### src/rtl/wb_write_queue_pkg.sv
// Shared widths and source encoding for the writeback queue.
package wb_write_queue_pkg;

    localparam int WORD_SIZE  = 16;
    localparam int REG_ADDR_W = 2;
    localparam int NUM_REGS   = 1 << REG_ADDR_W;

    typedef enum logic [1:0] {
        SRC_NONE = 2'd0,
        SRC_ALU  = 2'd1,
        SRC_MEM  = 2'd2
    } wb_src_t;

endpackage

### src/rtl/wb_write_queue_if.sv
// Writeback request handshakes from the ALU and load-return paths.
interface wb_write_queue_if #(
    parameter int ADDR_W = wb_write_queue_pkg::REG_ADDR_W,
    parameter int WORD_W = wb_write_queue_pkg::WORD_SIZE
) ();

    logic              alu_valid;
    logic              alu_ready;
    logic [ADDR_W-1:0] alu_reg;
    logic [WORD_W-1:0] alu_data;
    logic              mem_valid;
    logic              mem_ready;
    logic [ADDR_W-1:0] mem_reg;
    logic [WORD_W-1:0] mem_data;

    modport master (
        output alu_valid, alu_reg, alu_data,
        output mem_valid, mem_reg, mem_data,
        input  alu_ready, mem_ready
    );

    modport slave (
        input  alu_valid, alu_reg, alu_data,
        input  mem_valid, mem_reg, mem_data,
        output alu_ready, mem_ready
    );

endinterface

### src/rtl/wb_write_queue_fifo.sv
// Circular buffer of {reg,data} writes with an oldest-first view of all entries.
module wb_fifo #(
    parameter int DEPTH  = 4,
    parameter int ADDR_W = 2,
    parameter int WORD_W = 16
) (
    input  logic                             clk,
    input  logic                             reset,
    input  logic                             push,
    input  logic [ADDR_W-1:0]                push_reg,
    input  logic [WORD_W-1:0]                push_data,
    input  logic                             pop,
    output logic [ADDR_W-1:0]                head_reg,
    output logic [WORD_W-1:0]                head_data,
    output logic [$clog2(DEPTH+1)-1:0]       count,
    output logic [DEPTH-1:0]                 age_valid,
    output logic [DEPTH-1:0][ADDR_W-1:0]     age_reg,
    output logic [DEPTH-1:0][WORD_W-1:0]     age_data
);

    localparam int PW = $clog2(DEPTH);
    localparam int CW = $clog2(DEPTH + 1);
    localparam logic [CW-1:0] FULL = CW'(DEPTH);

    logic [PW-1:0]     head;
    logic [PW-1:0]     tail;
    logic [DEPTH-1:0]  vld;
    logic [ADDR_W-1:0] ent_reg  [DEPTH];
    logic [WORD_W-1:0] ent_data [DEPTH];
    logic              do_push;
    logic              do_pop;

    assign do_push = push && (count != FULL);
    assign do_pop  = pop && (count != '0);

    always_ff @(posedge clk) begin
        if (reset) begin
            head  <= '0;
            tail  <= '0;
            count <= '0;
            vld   <= '0;
        end else begin
            if (do_push) begin
                vld[tail] <= 1'b1;
                tail      <= tail + PW'(1);
            end
            if (do_pop) begin
                vld[head] <= 1'b0;
                head      <= head + PW'(1);
            end
            unique case ({do_push, do_pop})
                2'b10:   count <= count + CW'(1);
                2'b01:   count <= count - CW'(1);
                default: ;
            endcase
        end
    end

    // Payload needs no reset: the valid mask guards every read of it.
    always_ff @(posedge clk) begin
        if (do_push) begin
            ent_reg[tail]  <= push_reg;
            ent_data[tail] <= push_data;
        end
    end

    assign head_reg  = ent_reg[head];
    assign head_data = ent_data[head];

    always_comb begin
        age_valid = '0;
        age_reg   = '0;
        age_data  = '0;
        for (int k = 0; k < DEPTH; k++) begin
            age_valid[k] = vld[head + PW'(k)];
            age_reg[k]   = ent_reg[head + PW'(k)];
            age_data[k]  = ent_data[head + PW'(k)];
        end
    end

endmodule

### src/rtl/wb_write_queue.sv
// In-order writeback queue feeding the register file's single write port,
// with per-register pending bits and youngest-value bypass.
module wb_write_queue
    import wb_write_queue_pkg::*;
#(
    parameter int DEPTH  = 4,
    parameter int ADDR_W = REG_ADDR_W,
    parameter int WORD_W = WORD_SIZE
) (
    input  logic                         clk,
    input  logic                         reset,
    wb_write_queue_if.slave              req,
    input  logic                         wb_hold,
    output logic                         rf_reg_write,
    output logic [ADDR_W-1:0]            rf_write_reg,
    output logic [WORD_W-1:0]            rf_write_data,
    output logic [(1<<ADDR_W)-1:0]       pending,
    input  logic [ADDR_W-1:0]            bypass_reg,
    output logic                         bypass_hit,
    output logic [WORD_W-1:0]            bypass_data,
    output logic [$clog2(DEPTH+1)-1:0]   count
);

    localparam int CW = $clog2(DEPTH + 1);
    localparam logic [CW-1:0] FULL = CW'(DEPTH);

    wb_src_t                         src;
    logic                            full;
    logic                            push;
    logic                            pop;
    logic [ADDR_W-1:0]               push_reg;
    logic [WORD_W-1:0]               push_data;
    logic [ADDR_W-1:0]               head_reg;
    logic [WORD_W-1:0]               head_data;
    logic [DEPTH-1:0]                age_valid;
    logic [DEPTH-1:0][ADDR_W-1:0]    age_reg;
    logic [DEPTH-1:0][WORD_W-1:0]    age_data;

    assign full          = (count == FULL);
    assign req.mem_ready = !full;
    assign req.alu_ready = !full && !req.mem_valid;
    assign pop           = (count != '0) && !wb_hold;

    // Load returns win; the ALU only sees ready when no load is offered.
    always_comb begin
        src       = SRC_NONE;
        push_reg  = '0;
        push_data = '0;
        unique case (1'b1)
            req.mem_valid && req.mem_ready: begin
                src       = SRC_MEM;
                push_reg  = req.mem_reg;
                push_data = req.mem_data;
            end
            req.alu_valid && req.alu_ready: begin
                src       = SRC_ALU;
                push_reg  = req.alu_reg;
                push_data = req.alu_data;
            end
            default: ;
        endcase
    end

    assign push = (src != SRC_NONE);

    wb_fifo #(
        .DEPTH  (DEPTH),
        .ADDR_W (ADDR_W),
        .WORD_W (WORD_W)
    ) u_fifo (
        .clk       (clk),
        .reset     (reset),
        .push      (push),
        .push_reg  (push_reg),
        .push_data (push_data),
        .pop       (pop),
        .head_reg  (head_reg),
        .head_data (head_data),
        .count     (count),
        .age_valid (age_valid),
        .age_reg   (age_reg),
        .age_data  (age_data)
    );

    always_ff @(posedge clk) begin
        if (reset) begin
            rf_reg_write  <= 1'b0;
            rf_write_reg  <= '0;
            rf_write_data <= '0;
        end else begin
            rf_reg_write <= pop;
            if (pop) begin
                rf_write_reg  <= head_reg;
                rf_write_data <= head_data;
            end
        end
    end

    always_comb begin
        pending = '0;
        if (rf_reg_write) pending[rf_write_reg] = 1'b1;
        for (int k = 0; k < DEPTH; k++) begin
            if (age_valid[k]) pending[age_reg[k]] = 1'b1;
        end
    end

    // Output stage is oldest; scan queue oldest-first so the youngest match wins.
    always_comb begin
        bypass_hit  = 1'b0;
        bypass_data = '0;
        if (rf_reg_write && (rf_write_reg == bypass_reg)) begin
            bypass_hit  = 1'b1;
            bypass_data = rf_write_data;
        end
        for (int k = 0; k < DEPTH; k++) begin
            if (age_valid[k] && (age_reg[k] == bypass_reg)) begin
                bypass_hit  = 1'b1;
                bypass_data = age_data[k];
            end
        end
    end

endmodule

### src/flat_wrapper.sv
// flat-port wrapper written by rule: the top's interface ports become plain ports
module wb_write_queue_flat import wb_write_queue_pkg::*;
#(
    parameter int DEPTH  = 4,
    parameter int ADDR_W = REG_ADDR_W,
    parameter int WORD_W = WORD_SIZE
)
  (clk, reset, wb_hold, rf_reg_write, rf_write_reg, rf_write_data, pending, bypass_reg, bypass_hit, bypass_data, count, req_alu_valid, req_alu_reg, req_alu_data, req_mem_valid, req_mem_reg, req_mem_data, req_alu_ready, req_mem_ready);
  wb_write_queue_if #(.ADDR_W(ADDR_W), .WORD_W(WORD_W)) req_i ();
  input  logic clk;
  input  logic reset;
  input  logic wb_hold;
  output logic rf_reg_write;
  output logic [ADDR_W-1:0] rf_write_reg;
  output logic [WORD_W-1:0] rf_write_data;
  output logic [(1<<ADDR_W)-1:0] pending;
  input  logic [ADDR_W-1:0] bypass_reg;
  output logic bypass_hit;
  output logic [WORD_W-1:0] bypass_data;
  output logic [$clog2(DEPTH+1)-1:0] count;
  input wire logic [$bits(req_i.alu_valid)-1:0] req_alu_valid;
  input wire logic [$bits(req_i.alu_reg)-1:0] req_alu_reg;
  input wire logic [$bits(req_i.alu_data)-1:0] req_alu_data;
  input wire logic [$bits(req_i.mem_valid)-1:0] req_mem_valid;
  input wire logic [$bits(req_i.mem_reg)-1:0] req_mem_reg;
  input wire logic [$bits(req_i.mem_data)-1:0] req_mem_data;
  output wire logic [$bits(req_i.alu_ready)-1:0] req_alu_ready;
  output wire logic [$bits(req_i.mem_ready)-1:0] req_mem_ready;
  assign req_i.alu_valid = req_alu_valid;
  assign req_i.alu_reg = req_alu_reg;
  assign req_i.alu_data = req_alu_data;
  assign req_i.mem_valid = req_mem_valid;
  assign req_i.mem_reg = req_mem_reg;
  assign req_i.mem_data = req_mem_data;
  assign req_alu_ready = req_i.alu_ready;
  assign req_mem_ready = req_i.mem_ready;
  wb_write_queue #(.DEPTH(DEPTH), .ADDR_W(ADDR_W), .WORD_W(WORD_W)) u_core (.clk(clk), .reset(reset), .req(req_i), .wb_hold(wb_hold), .rf_reg_write(rf_reg_write), .rf_write_reg(rf_write_reg), .rf_write_data(rf_write_data), .pending(pending), .bypass_reg(bypass_reg), .bypass_hit(bypass_hit), .bypass_data(bypass_data), .count(count));
endmodule
### config.mk
export PLATFORM = sky130hd
export DESIGN_NAME = wb_write_queue_flat
export DESIGN_NICKNAME = d
export VERILOG_FILES = /design/src/rtl/wb_write_queue_pkg.sv /design/src/rtl/wb_write_queue_if.sv /design/src/rtl/wb_write_queue_fifo.sv /design/src/rtl/wb_write_queue.sv /design/src/flat_wrapper.sv
export SDC_FILE = /design/constraint.sdc
export NUM_CORES = 1
export LEC_CHECK = 0
export BUFFER_PORTS_ARGS = -buffer_cell sky130_fd_sc_hd__buf_2
export CAP_MARGIN = 20
export CORE_MARGIN = 8
export CORE_UTILIZATION = 53
export DETAILED_ROUTE_END_ITERATION = 8
export GPL_TIMING_DRIVEN = 0
export PLACE_DENSITY = 0.77
export SLEW_MARGIN = 20
export SYNTH_ARGS = -nofsm -noshare
export SYNTH_HDL_FRONTEND = slang
export SYNTH_SLANG_ARGS = --single-unit
### constraint.sdc
create_clock -name clk -period 3.9 [get_ports clk]
set_clock_uncertainty 0.2 [all_clocks]
set_input_delay 0.78 -clock clk [delete_from_list [all_inputs] [get_ports clk]]
set_output_delay 0.78 -clock clk [all_outputs]
set_load 0.05 [all_outputs]
==> impl_metrics.tcl <==
set metrics [dict create \
    status "finished with violations" \
    violations "setup timing" \
    yosysWarnings 0 \
    start_kind "register" \
    netlist_instances 528 \
    grt_setup_unrepaired "yes" \
    fin_crit_sh_pct 106 \
    wl_met2_um 8480 \
    criticalPathCategory "reg -> out" \
    ys_async_sr_fraction_pct 0 \
    syn-num-nets 581 \
    diodes 0 \
    post-route-drc-count 0 \
    ant_nets 0 \
    std_cell_rows 41 \
    core_area_mm2 0.0125 \
    setup_viol 21 \
    hold_slack_ps 277 \
    cts_tree "yes" \
    utilization_pct 69.2 \
    fp.dieArea_mm2 0.0166 \
    slew_headroom_pct 34.5 \
    first_pass_iters 5 \
    totalPowerFinal_uw 6700 \
    place.gp.congestion 0.897 \
    initialDrtViolationCount 414 \
    grt-ovfl-total 0 \
    fin_ws_ps -247 \
    hold_viol 0 \
    fillCellCount 864 \
    start_util_pct 54.0 \
    final_nets 703 \
    crit_fanout 5 \
    antenna_found_initial 0 \
    via_count 5402 \
    avgSynthCellArea_um2 12.8 \
    finalSetupTns_ps -3850 \
    end_kind "output pin" \
    root_buffer "clkbuf_16" \
    io_pins 88 \
    grt_max_degree 20 \
    rr_worst_depth 10 \
    hp-class "reg -> reg" \
    routedWlPerCell_um 22.8 \
    numPortBuffers 85 \
    slew_viol_final 0 \
    yosysUniqueCellTypes 53 \
    first_global_vias 5301 \
    die_width_um 129 \
    worstMarginPinSlew_ps 983 \
    grt_usage_pct 23.0 \
    synth_top_cell_by_area "edfxtp_1" \
    layout_common_cells "75 x mux4_2, 74 x buf_2, 72 x edfxtp_1, 44 x nand2_1, 30 x dfxtp_1" \
    numCtsBuffers 9 \
    clock_path_buffers 2 \
    top_layer "met4" \
    area_growth_pct 28.2 \
    dr_wl_met3_um 2100 \
    synth_edf_count 72 \
    powerDensity_mw_per_mm2 773 \
    netlist.area_leader.share_pct 32.0 \
    cts_sinks 104 \
    die_y_um 129 \
    leakagePower_uw 0.00298 \
    largest_reg_flops 64 \
    drt-total-wl_um 18900 \
    viasPerCell 6.53 \
    ys_seq_area_share_pct 41.5 \
    grt_pass1_wl_um 29400 \
    clock.fmax_ghz 0.241 \
    final_common_cell "mux4_2" \
    fin_crit_ps 4150 \
    place_ws_ps -464 \
    synth-seq-cells 104 \
    clk_pin_slew_ps 70 \
    synth_flop_cell "edfxtp_1" \
    required_ps 2920 \
    arrival_ps 3170 \
    vdd_drop_max_mv 0.398 \
    met1_length_um 7980 \
    dpl.hpwl_um 13900 \
    cap_violations 0 \
    syn_area_mm2 0.00676 \
    layout-drive-gt1-share_pct 44.3 \
    min_path_cells 2 \
    clk_latency_ps 350 \
    ctsHtreeMaxLevel 3 \
    synth_area_leaders "edfxtp_1 32%, mux4_2 25%, dfxtp_1 9.5%, nand2_1 2.4%, a22o_1 2.3%" \
]
critical path: stages, from the launching register on:
cell and delay [ps]:
dfxtp_4 380, buf_12 110, buf_12 90, buf_12 100, inv_8 30, ha_4 270, buf_8 110, mux4_2 580
xnor2_4 220, buf_6 130, nand3_4 110, buf_8 170, o211ai_1 260, o21ai_4 80, buf_6 160
cells in the mapped netlist (all sizes together) (4+ instances only):
cell type / n
o21a: 4
nor3b: 4
a22o: 18
clkbuf: 23
o211ai: 16
xnor2: 10
mux4: 75
buf: 24
a21oi: 27
dfxtp: 32
ha: 9
nor4b: 15
nor2: 10
nand2: 44
inv: 15
xor2: 6
o21ai: 31
nand3: 21
a221oi: 15
nor2b: 17
edfxtp: 72
nor3: 6
and2: 5
cell families after synthesis:
kind of cell	after synthesis	synth area share, %
AO/OA/AOI/OAI	123	13.0
XOR/XNOR	16	2.63
adder cells (fa/ha/maj)	10	1.96
buffers and inverters	63	4.46
flip-flops	104	41.5
multiplexers	80	25.8
AND/OR/NAND/NOR	132	10.7
stage by stage:
step / std cells / instance area (µm²)
after global routing: 827 / 8660
after CTS: 818 / 8410
after detailed placement: 786 / 7750
after floorplan: 528 / 7110
final: 827 / 8660
after global placement: 785 / 7750
path summary, 6_finish.rpt:
| path | from | end | slack (ps) |
|---|---|---|---|
| max | u_core.u_fifo.head[0] | bypass_data[4] | -250 |
| min | u_core.rf_write_data[15] | u_core.rf_write_data[15] | 280 |
| max reg2reg | u_core.u_fifo.count[0] | u_core.u_fifo.count[2] | 730 |
| min reg2reg | u_core.rf_write_data[15] | u_core.rf_write_data[15] | 280 |
where the power goes:
| group | internal (µW) | total, µW | leakage [µW] | switching (µW) |
|---|---|---|---|---|
| Sequential | 1430 | 1640 | 0.000938 | 210 |
| Clock | 436 | 847 | 0.000131 | 411 |
| Combinational | 1860 | 4210 | 0.00191 | 2350 |
area by class of cell:
| class | instances | area, µm² | share of cell area, % |
|---|---|---|---|
| inverters | 16 | 67.6 | 0.780 |
| plain buffers | 45 | 327 | 3.77 |
| multi-input cells | 362 | 4150 | 47.9 |
| clock buffers | 10 | 229 | 2.64 |
| clock inverters | 6 | 42.5 | 0.491 |
| flip-flops and latches | 104 | 2810 | 32.4 |
| well taps | 172 | 215 | 2.48 |
| repair buffers | 112 | 823 | 9.50 |
repair_timing:
item | in CTS | in global routing
resized for setup | 64 | 40
gates cloned | 0 | 3
setup buffers | 16 | 8
setup endpoints to repair | 21 | 21
pin swaps | 10 | 26
endpoints found under the hold margin | 0 | 0
hold buffers | 0 | 0
metal layers:
layer  track usage [%]  up-vias
li1                  -     2368
met1              32.5     2619
met2              34.6      392
met3              5.50       23
met4              6.84        0
met5                 0        -
(Power assumes the default switching activity.)
